--- config.mk ---
export PLATFORM = sky130hd
export DESIGN_NAME = mem_unit_flat
export DESIGN_NICKNAME = d
export VERILOG_FILES = /design/src/rtl/mem_unit_if.sv /design/src/rtl/mem_unit.sv /design/src/flat_wrapper.sv
export SDC_FILE = /design/constraint.sdc
export NUM_CORES = 2
export LEC_CHECK = 0
export ABC_CLOCK_PERIOD_IN_PS = 5250
export CORE_ASPECT_RATIO = 1.5
export CORE_UTILIZATION = 51
export CTS_BUF_LIST = sky130_fd_sc_hd__clkbuf_16
export CTS_CLUSTER_DIAMETER = 200
export DETAILED_ROUTE_END_ITERATION = 8
export HOLD_SLACK_MARGIN = 0.06
export PLACE_DENSITY = 0.74
export SYNTH_ARGS = -nofsm -noshare
export SYNTH_HDL_FRONTEND = slang
export SYNTH_SLANG_ARGS = --single-unit
export TNS_END_PERCENT = 10
--- constraint.sdc ---
create_clock -name clk -period 5.25 [get_ports clk]
set_clock_uncertainty 0.05 [all_clocks]
set_input_delay 1.575 -clock clk [delete_from_list [all_inputs] [get_ports clk]]
set_output_delay 1.575 -clock clk [all_outputs]
set_load 0.005 [all_outputs]
--- src/rtl/mem_unit_if.sv ---
// Request/response bus between the load/store control FSMs and mem_unit.
//   MEM_EN       access request strobe (controller -> memory)
//   MEM_RW       1 = read, 0 = write (controller -> memory)
//   mem_addr     word address from MAR (controller -> memory)
//   mem_data_in  store data from MDR (controller -> memory)
//   mem_data_out read data toward MDR (memory -> controller)
//   MFC          memory-function-complete; high while an access is in flight
//   busy         mirrors MFC for other bus masters
interface mem_unit_if #(
  parameter int unsigned DATA_WIDTH = 16,
  parameter int unsigned ADDR_WIDTH = 8
);
  logic                  MEM_EN;
  logic                  MEM_RW;
  logic [ADDR_WIDTH-1:0] mem_addr;
  logic [DATA_WIDTH-1:0] mem_data_in;
  logic [DATA_WIDTH-1:0] mem_data_out;
  logic                  MFC;
  logic                  busy;

  modport master (
    output MEM_EN, MEM_RW, mem_addr, mem_data_in,
    input  mem_data_out, MFC, busy
  );

  modport slave (
    input  MEM_EN, MEM_RW, mem_addr, mem_data_in,
    output mem_data_out, MFC, busy
  );
endinterface

--- src/rtl/mem_unit.sv ---
// Word-addressed main memory with a fixed access latency; one access in flight.
// Ports:
//   clk    system clock, all state changes on the rising edge
//   reset  synchronous active-low reset (aborts any access, array kept)
//   bus    mem_unit_if slave: request strobes in, read data / MFC / busy out
module mem_unit #(
  parameter int unsigned DATA_WIDTH = 16,
  parameter int unsigned ADDR_WIDTH = 8,
  parameter int unsigned LATENCY    = 2
) (
  input  logic        clk,
  input  logic        reset,
  mem_unit_if.slave   bus
);

  localparam int unsigned DEPTH   = 1 << ADDR_WIDTH;
  localparam int unsigned CNT_RAW = $clog2(LATENCY + 1);
  localparam int unsigned CNT_W   = (CNT_RAW < 4) ? 4 : CNT_RAW;

  typedef enum logic {
    IDLE = 1'b0,
    BUSY = 1'b1
  } state_t;

  state_t                state;
  logic [CNT_W-1:0]      cnt;
  logic [ADDR_WIDTH-1:0] addr_q;
  logic [DATA_WIDTH-1:0] wdata_q;
  logic                  rw_q;
  logic [DATA_WIDTH-1:0] rdata_q;
  logic                  mfc_q;
  logic                  busy_q;

  logic [DATA_WIDTH-1:0] mem [DEPTH];

  logic done_c;
  logic wr_en_c;

  // Completion edge: last BUSY cycle; writes commit only when not in reset.
  assign done_c  = (state == BUSY) && (cnt == '0);
  assign wr_en_c = done_c && !rw_q && reset;

  // Storage array: synchronous write port, never cleared by reset.
  always_ff @(posedge clk) begin
    if (wr_en_c) begin
      mem[addr_q] <= wdata_q;
    end
  end

  // Access control FSM with registered outputs.
  always_ff @(posedge clk) begin
    if (!reset) begin
      state   <= IDLE;
      cnt     <= '0;
      addr_q  <= '0;
      wdata_q <= '0;
      rw_q    <= 1'b0;
      rdata_q <= '0;
      mfc_q   <= 1'b0;
      busy_q  <= 1'b0;
    end else if (state == IDLE) begin
      if (bus.MEM_EN) begin
        addr_q  <= bus.mem_addr;
        wdata_q <= bus.mem_data_in;
        rw_q    <= bus.MEM_RW;
        cnt     <= CNT_W'(LATENCY - 1);
        mfc_q   <= 1'b1;
        busy_q  <= 1'b1;
        state   <= BUSY;
      end
    end else begin
      // Requests seen while BUSY, including on the completion edge, are dropped.
      if (cnt != '0) begin
        cnt <= cnt - CNT_W'(1);
      end else begin
        if (rw_q) begin
          rdata_q <= mem[addr_q];
        end
        mfc_q  <= 1'b0;
        busy_q <= 1'b0;
        state  <= IDLE;
      end
    end
  end

  assign bus.mem_data_out = rdata_q;
  assign bus.MFC          = mfc_q;
  assign bus.busy         = busy_q;

endmodule

--- src/flat_wrapper.sv ---
// flat-port wrapper written by rule: the top's interface ports become plain ports
module mem_unit_flat 
#(
  parameter int unsigned DATA_WIDTH = 16,
  parameter int unsigned ADDR_WIDTH = 8,
  parameter int unsigned LATENCY    = 2
)
  (clk, reset, bus_MEM_EN, bus_MEM_RW, bus_mem_addr, bus_mem_data_in, bus_mem_data_out, bus_MFC, bus_busy);
  mem_unit_if #(.DATA_WIDTH(DATA_WIDTH), .ADDR_WIDTH(ADDR_WIDTH)) bus_i ();
  input  logic clk;
  input  logic reset;
  input wire logic [$bits(bus_i.MEM_EN)-1:0] bus_MEM_EN;
  input wire logic [$bits(bus_i.MEM_RW)-1:0] bus_MEM_RW;
  input wire logic [$bits(bus_i.mem_addr)-1:0] bus_mem_addr;
  input wire logic [$bits(bus_i.mem_data_in)-1:0] bus_mem_data_in;
  output wire logic [$bits(bus_i.mem_data_out)-1:0] bus_mem_data_out;
  output wire logic [$bits(bus_i.MFC)-1:0] bus_MFC;
  output wire logic [$bits(bus_i.busy)-1:0] bus_busy;
  assign bus_i.MEM_EN = bus_MEM_EN;
  assign bus_i.MEM_RW = bus_MEM_RW;
  assign bus_i.mem_addr = bus_mem_addr;
  assign bus_i.mem_data_in = bus_mem_data_in;
  assign bus_mem_data_out = bus_i.mem_data_out;
  assign bus_MFC = bus_i.MFC;
  assign bus_busy = bus_i.busy;
  mem_unit #(.DATA_WIDTH(DATA_WIDTH), .ADDR_WIDTH(ADDR_WIDTH), .LATENCY(LATENCY)) u_core (.clk(clk), .reset(reset), .bus(bus_i));
endmodule
==> results.md <==
* Run status: finished with violations
* Failing checks: capacitance limit, slew limit
* Die H at 687.4 um
* DRC at 0
* Via count of the first global-routing pass at around 82000
* Synth Area per Inst at roughly 22 um2
* Final period demand of the worst path at 4.994 ns
* Post-synth ARST share at 0
* Number of inserted filler cells in the final layout at 21690
* First-pass GRT wire length at 636900 um
* Total congestion overflow at 0
* Area share of the largest cell type after synthesis at 0.7701
* Leading post-synthesis cells by cell area: sky130_fd_sc_hd__edfxtp_1 (77%), sky130_fd_sc_hd__mux4_2 (14%), sky130_fd_sc_hd__mux2i_1 (1.8%), sky130_fd_sc_hd__nand2_1 (1.0%), sky130_fd_sc_hd__nor2_1 (0.78%)
* Leakage power total at 54.83 nW
* Buffers from clock root to sink, at most at 4
* Worst relative slew slack at -0.05302
* Max Clk Rate at about 200 MHz
* Flops & latches, synth at slightly above 4000
* Number of sinks driven by the clock tree at ~4100
* Fraction of layout cells with a size suffix above 1 at 0.2612
* Buffers and inverters on the worst path at 2
* Number of distinct standard cells referenced by the synthesized netlist at 77
* Violation count after the first detailed-routing iteration at 13333
* Final net count at 7969
* Unrepaired setup endpoints after global routing: false
* Worst supply voltage drop on vdd at 0.0002987 V
* Total length of routed wires at 458900 um
* Power Dens Cells at 372.2 nW/um2
* Final-report max-slew violation count at 12
* Post-Synthesis Net Count at 7415
* Multiplexer area fraction after synthesis at 0.1573
* Slew at the pin closest to its max-slew limit at 1.563 ns
* Core area at 311500 um2
* Synthesized instance count at between 7000 and 8000
* Routed len/inst at 36.94 um
* Clock insertion delay at the later pin of the skew report at roughly 0.94 ns
* Post-Synth Adder-Cell Area at 0.00007834
* Worst path cell trace: buf_12, nand4bb_1, buf_4, o22ai_1, nor4_1, o211ai_1, o21ai_0, and3_1, o21ai_0
* RD Place Congestion at 0.9527
* Sum of negative setup slack at 0 ns
* Crit path arrival time at 5.77 ns
* Post-DP HPWL at 282800 um
* Largest family of logic cells by synthesized area: multiplexers
* Clk Tree Root Cell: sky130_fd_sc_hd__clkbuf_16
* Met1 Routed Length at 145600 um
* Critical Path Source Type: flop
* Endpoints failing hold at 0
* List of most frequent post-synthesis cells: sky130_fd_sc_hd__edfxtp_1 (4096), sky130_fd_sc_hd__mux4_2 (981), sky130_fd_sc_hd__nand2_1 (426)
* Detailed-route vias per instance at 6.710
* Clock slew at reported path FFs at 0.07 ns
* Die extent in x at approximately 460 um
* Max-cap violations at 2
* DR WL met2 at 217700 um
* Endpoint type of the worst setup path: flop
* Total of cells resized after clock tree synthesis at 0
* Count of TritonRoute iterations in the first routing pass at 6
* Classification of the worst-slack hold path: flop to flop
* Post-synthesis share of cell area spent on xor and xnor gates at 0
* Mapped Area at 159700 um2
* Most frequent CP cell: sky130_fd_sc_hd__o21ai_0
* Cell with the biggest individual delay on the critical path: sky130_fd_sc_hd__o21ai_0
* Clock tree from TritonCTS: yes
* Met3 wire length at 54220 um
* Compound-cell area share of the yosys netlist at 0.02357
* Via count at ~83000
* Biggest fanout along the worst timing path at between 50 and 60
* Final number of setup-violating endpoints at 0
* Crit path largest cell delay at 1.22 ns
* Post-CTS Setup Repair Bufs at 0
* TritonCTS buffer count at 352
* Count of nets left with antenna violations after detail routing at 0
* Top layer reached by signal wires: met5
* Relative area change from synthesis to final layout at 12.60%
* Tcrit/Tclk final at 0.9513
* Row count at 251
* Number of antenna violations at the first check in global routing at 28
* Top-count cell post-synth: sky130_fd_sc_hd__edfxtp_1
* Port buffer count at 45
* Endpoint required time on the critical path at about 6.0 ns
* Simple-gate share of the synthesized area at 0.02639
* Global router's overall resource usage at 0.2894
* Initial Util at 0.5127
* Share of synthesized area occupied by flip-flops and latches at 0.7760
* Area of the die at 315400 um2
* Number of top-level design ports at 46
* WS Path Type: flop to flop
* Number of hold buffers added after cts at 0
* Main flop type after synthesis: sky130_fd_sc_hd__edfxtp_1
* Worst path top cell family by delay: compound AO/OA/AOI/OAI gates
* Total Power Consumption at 66.94 mW
* Most area-hungry cell type in the Yosys netlist: sky130_fd_sc_hd__edfxtp_1
* Count of synthesis-stage warnings from yosys at 0
* Total number of H-tree levels at 5
* Maximum number of pins on one net before global-route repair at 169
* Count of flip-flops with a built-in enable after synthesis at between 4000 and 5000
[power breakdown]
group | total (mW) | switching (mW) | internal [mW]
sequential | 36.6 | 0.215 | 36.4
combinational | 3.88 | 2.58 | 1.30
clock | 26.4 | 11.9 | 14.5
[worst paths after layout]
path               startpoint                         end  slack (ns)  depth (start not counted)
min             u_core.cnt[3]               u_core.cnt[3]        0.45                          1
max reg2reg  u_core.addr_q[0]  u_core.bus.mem_data_out[0]        0.26                          9
min reg2reg     u_core.cnt[3]               u_core.cnt[3]        0.45                          1
max          u_core.addr_q[0]  u_core.bus.mem_data_out[0]        0.26                          9
[metrics by stage]
| step | util | setup slack, ns | hold slack, ns | cells | cell area, um2 |
|---|---|---|---|---|---|
| finish | 0.5773 | 0.2558 | 0.4533 | 12425 | 179800 |
| CTS | 0.5770 | 0.6557 | 0.4435 | 12394 | 179800 |
| global placement | 0.5402 | 0.1585 | 0.4107 | 11758 | 168300 |
| floorplan | - | 0.9474 | 0.3982 | 7386 | 159700 |
| detailed placement | 0.5402 | 0.4028 | 0.4271 | 11760 | 168300 |
| global route | 0.5772 | 0.3490 | 0.4903 | 12419 | 179800 |
[layout make-up]
class / count / area (um2) / share of cell area
Sequential cell: 4143 / 124000 / 0.6896
Multi-Input combinational cell: 2788 / 33260 / 0.1849
Clock buffer: 359 / 8984 / 0.04995
Timing Repair Buffer: 646 / 5756 / 0.03200
Tap cell: 4174 / 5223 / 0.02904
Clock inverter: 275 / 2470 / 0.01373
Antenna cell: 31 / 77.57 / 0.0004314
Inverter: 9 / 48.80 / 0.0002713
[logic make-up (layout without fill, tap and decap cells)]
group / after synthesis / count (layout)
AO/OA/AOI/OAI: 523 / 523
adder cells (fa/ha/maj): 1 / 1
buffers and inverters: 455 / 1289
flip-flops: 4143 / 4143
multiplexers: 1283 / 1283
other: 0 / 31
AND/OR/NAND/NOR: 981 / 981
[placed cells by master (no fill, tap or decap), types with 13 or more instances in the layout]
| cell | synthesis | layout |
|---|---|---|
| sky130_fd_sc_hd__clkinv_1 | 1 | 69 |
| sky130_fd_sc_hd__and3_1 | 17 | 17 |
| sky130_fd_sc_hd__mux4_2 | 981 | 981 |
| sky130_fd_sc_hd__nor4_1 | 18 | 15 |
| sky130_fd_sc_hd__edfxtp_1 | 4096 | 4096 |
| sky130_fd_sc_hd__dfxtp_1 | 47 | 23 |
| sky130_fd_sc_hd__clkdlybuf4s50_1 | 0 | 44 |
| sky130_fd_sc_hd__clkbuf_16 | 0 | 359 |
| sky130_fd_sc_hd__diode_2 | 0 | 31 |
| sky130_fd_sc_hd__mux2i_1 | 294 | 294 |
| sky130_fd_sc_hd__nor2_1 | 331 | 320 |
| sky130_fd_sc_hd__nor3_1 | 24 | 24 |
| sky130_fd_sc_hd__inv_1 | 6 | 77 |
| sky130_fd_sc_hd__dfxtp_4 | 0 | 21 |
| sky130_fd_sc_hd__a31oi_1 | 35 | 35 |
| sky130_fd_sc_hd__nand2_1 | 426 | 426 |
| sky130_fd_sc_hd__nand3_1 | 83 | 83 |
| sky130_fd_sc_hd__buf_4 | 127 | 536 |
| sky130_fd_sc_hd__o22ai_1 | 64 | 64 |
| sky130_fd_sc_hd__nand4_1 | 14 | 14 |
| sky130_fd_sc_hd__a21boi_0 | 27 | 27 |
| sky130_fd_sc_hd__a21oi_1 | 56 | 56 |
| sky130_fd_sc_hd__bufinv_16 | 0 | 41 |
| sky130_fd_sc_hd__a22oi_1 | 51 | 51 |
| sky130_fd_sc_hd__buf_12 | 0 | 64 |
| sky130_fd_sc_hd__clkinv_4 | 0 | 13 |
| sky130_fd_sc_hd__clkinvlp_4 | 0 | 18 |
| sky130_fd_sc_hd__clkinv_2 | 0 | 42 |
| sky130_fd_sc_hd__o211ai_1 | 13 | 13 |
| sky130_fd_sc_hd__a221oi_1 | 19 | 19 |
| sky130_fd_sc_hd__o21ai_0 | 68 | 68 |
| sky130_fd_sc_hd__a32oi_1 | 97 | 97 |
[registers in the layout, indices dropped and copies added (netlist names)]
| signal | cells |
|---|---|
| u_core.addr_q | 8 |
| u_core.bus.MFC | 1 |
| u_core.bus.mem_data_out | 16 |
| u_core.cnt | 4 |
| u_core.mem | 4096 |
| u_core.rw_q | 1 |
| u_core.state | 1 |
| u_core.wdata_q | 16 |
[routing by layer]
metal  up-vias  global-route usage
li1      32000                   -
met1     43154              0.3505
met2      6775              0.4564
met3      1421             0.06563
met4        22              0.2154
met5         -            0.003231
No activity file was read; power rests on OpenSTA's default activity.
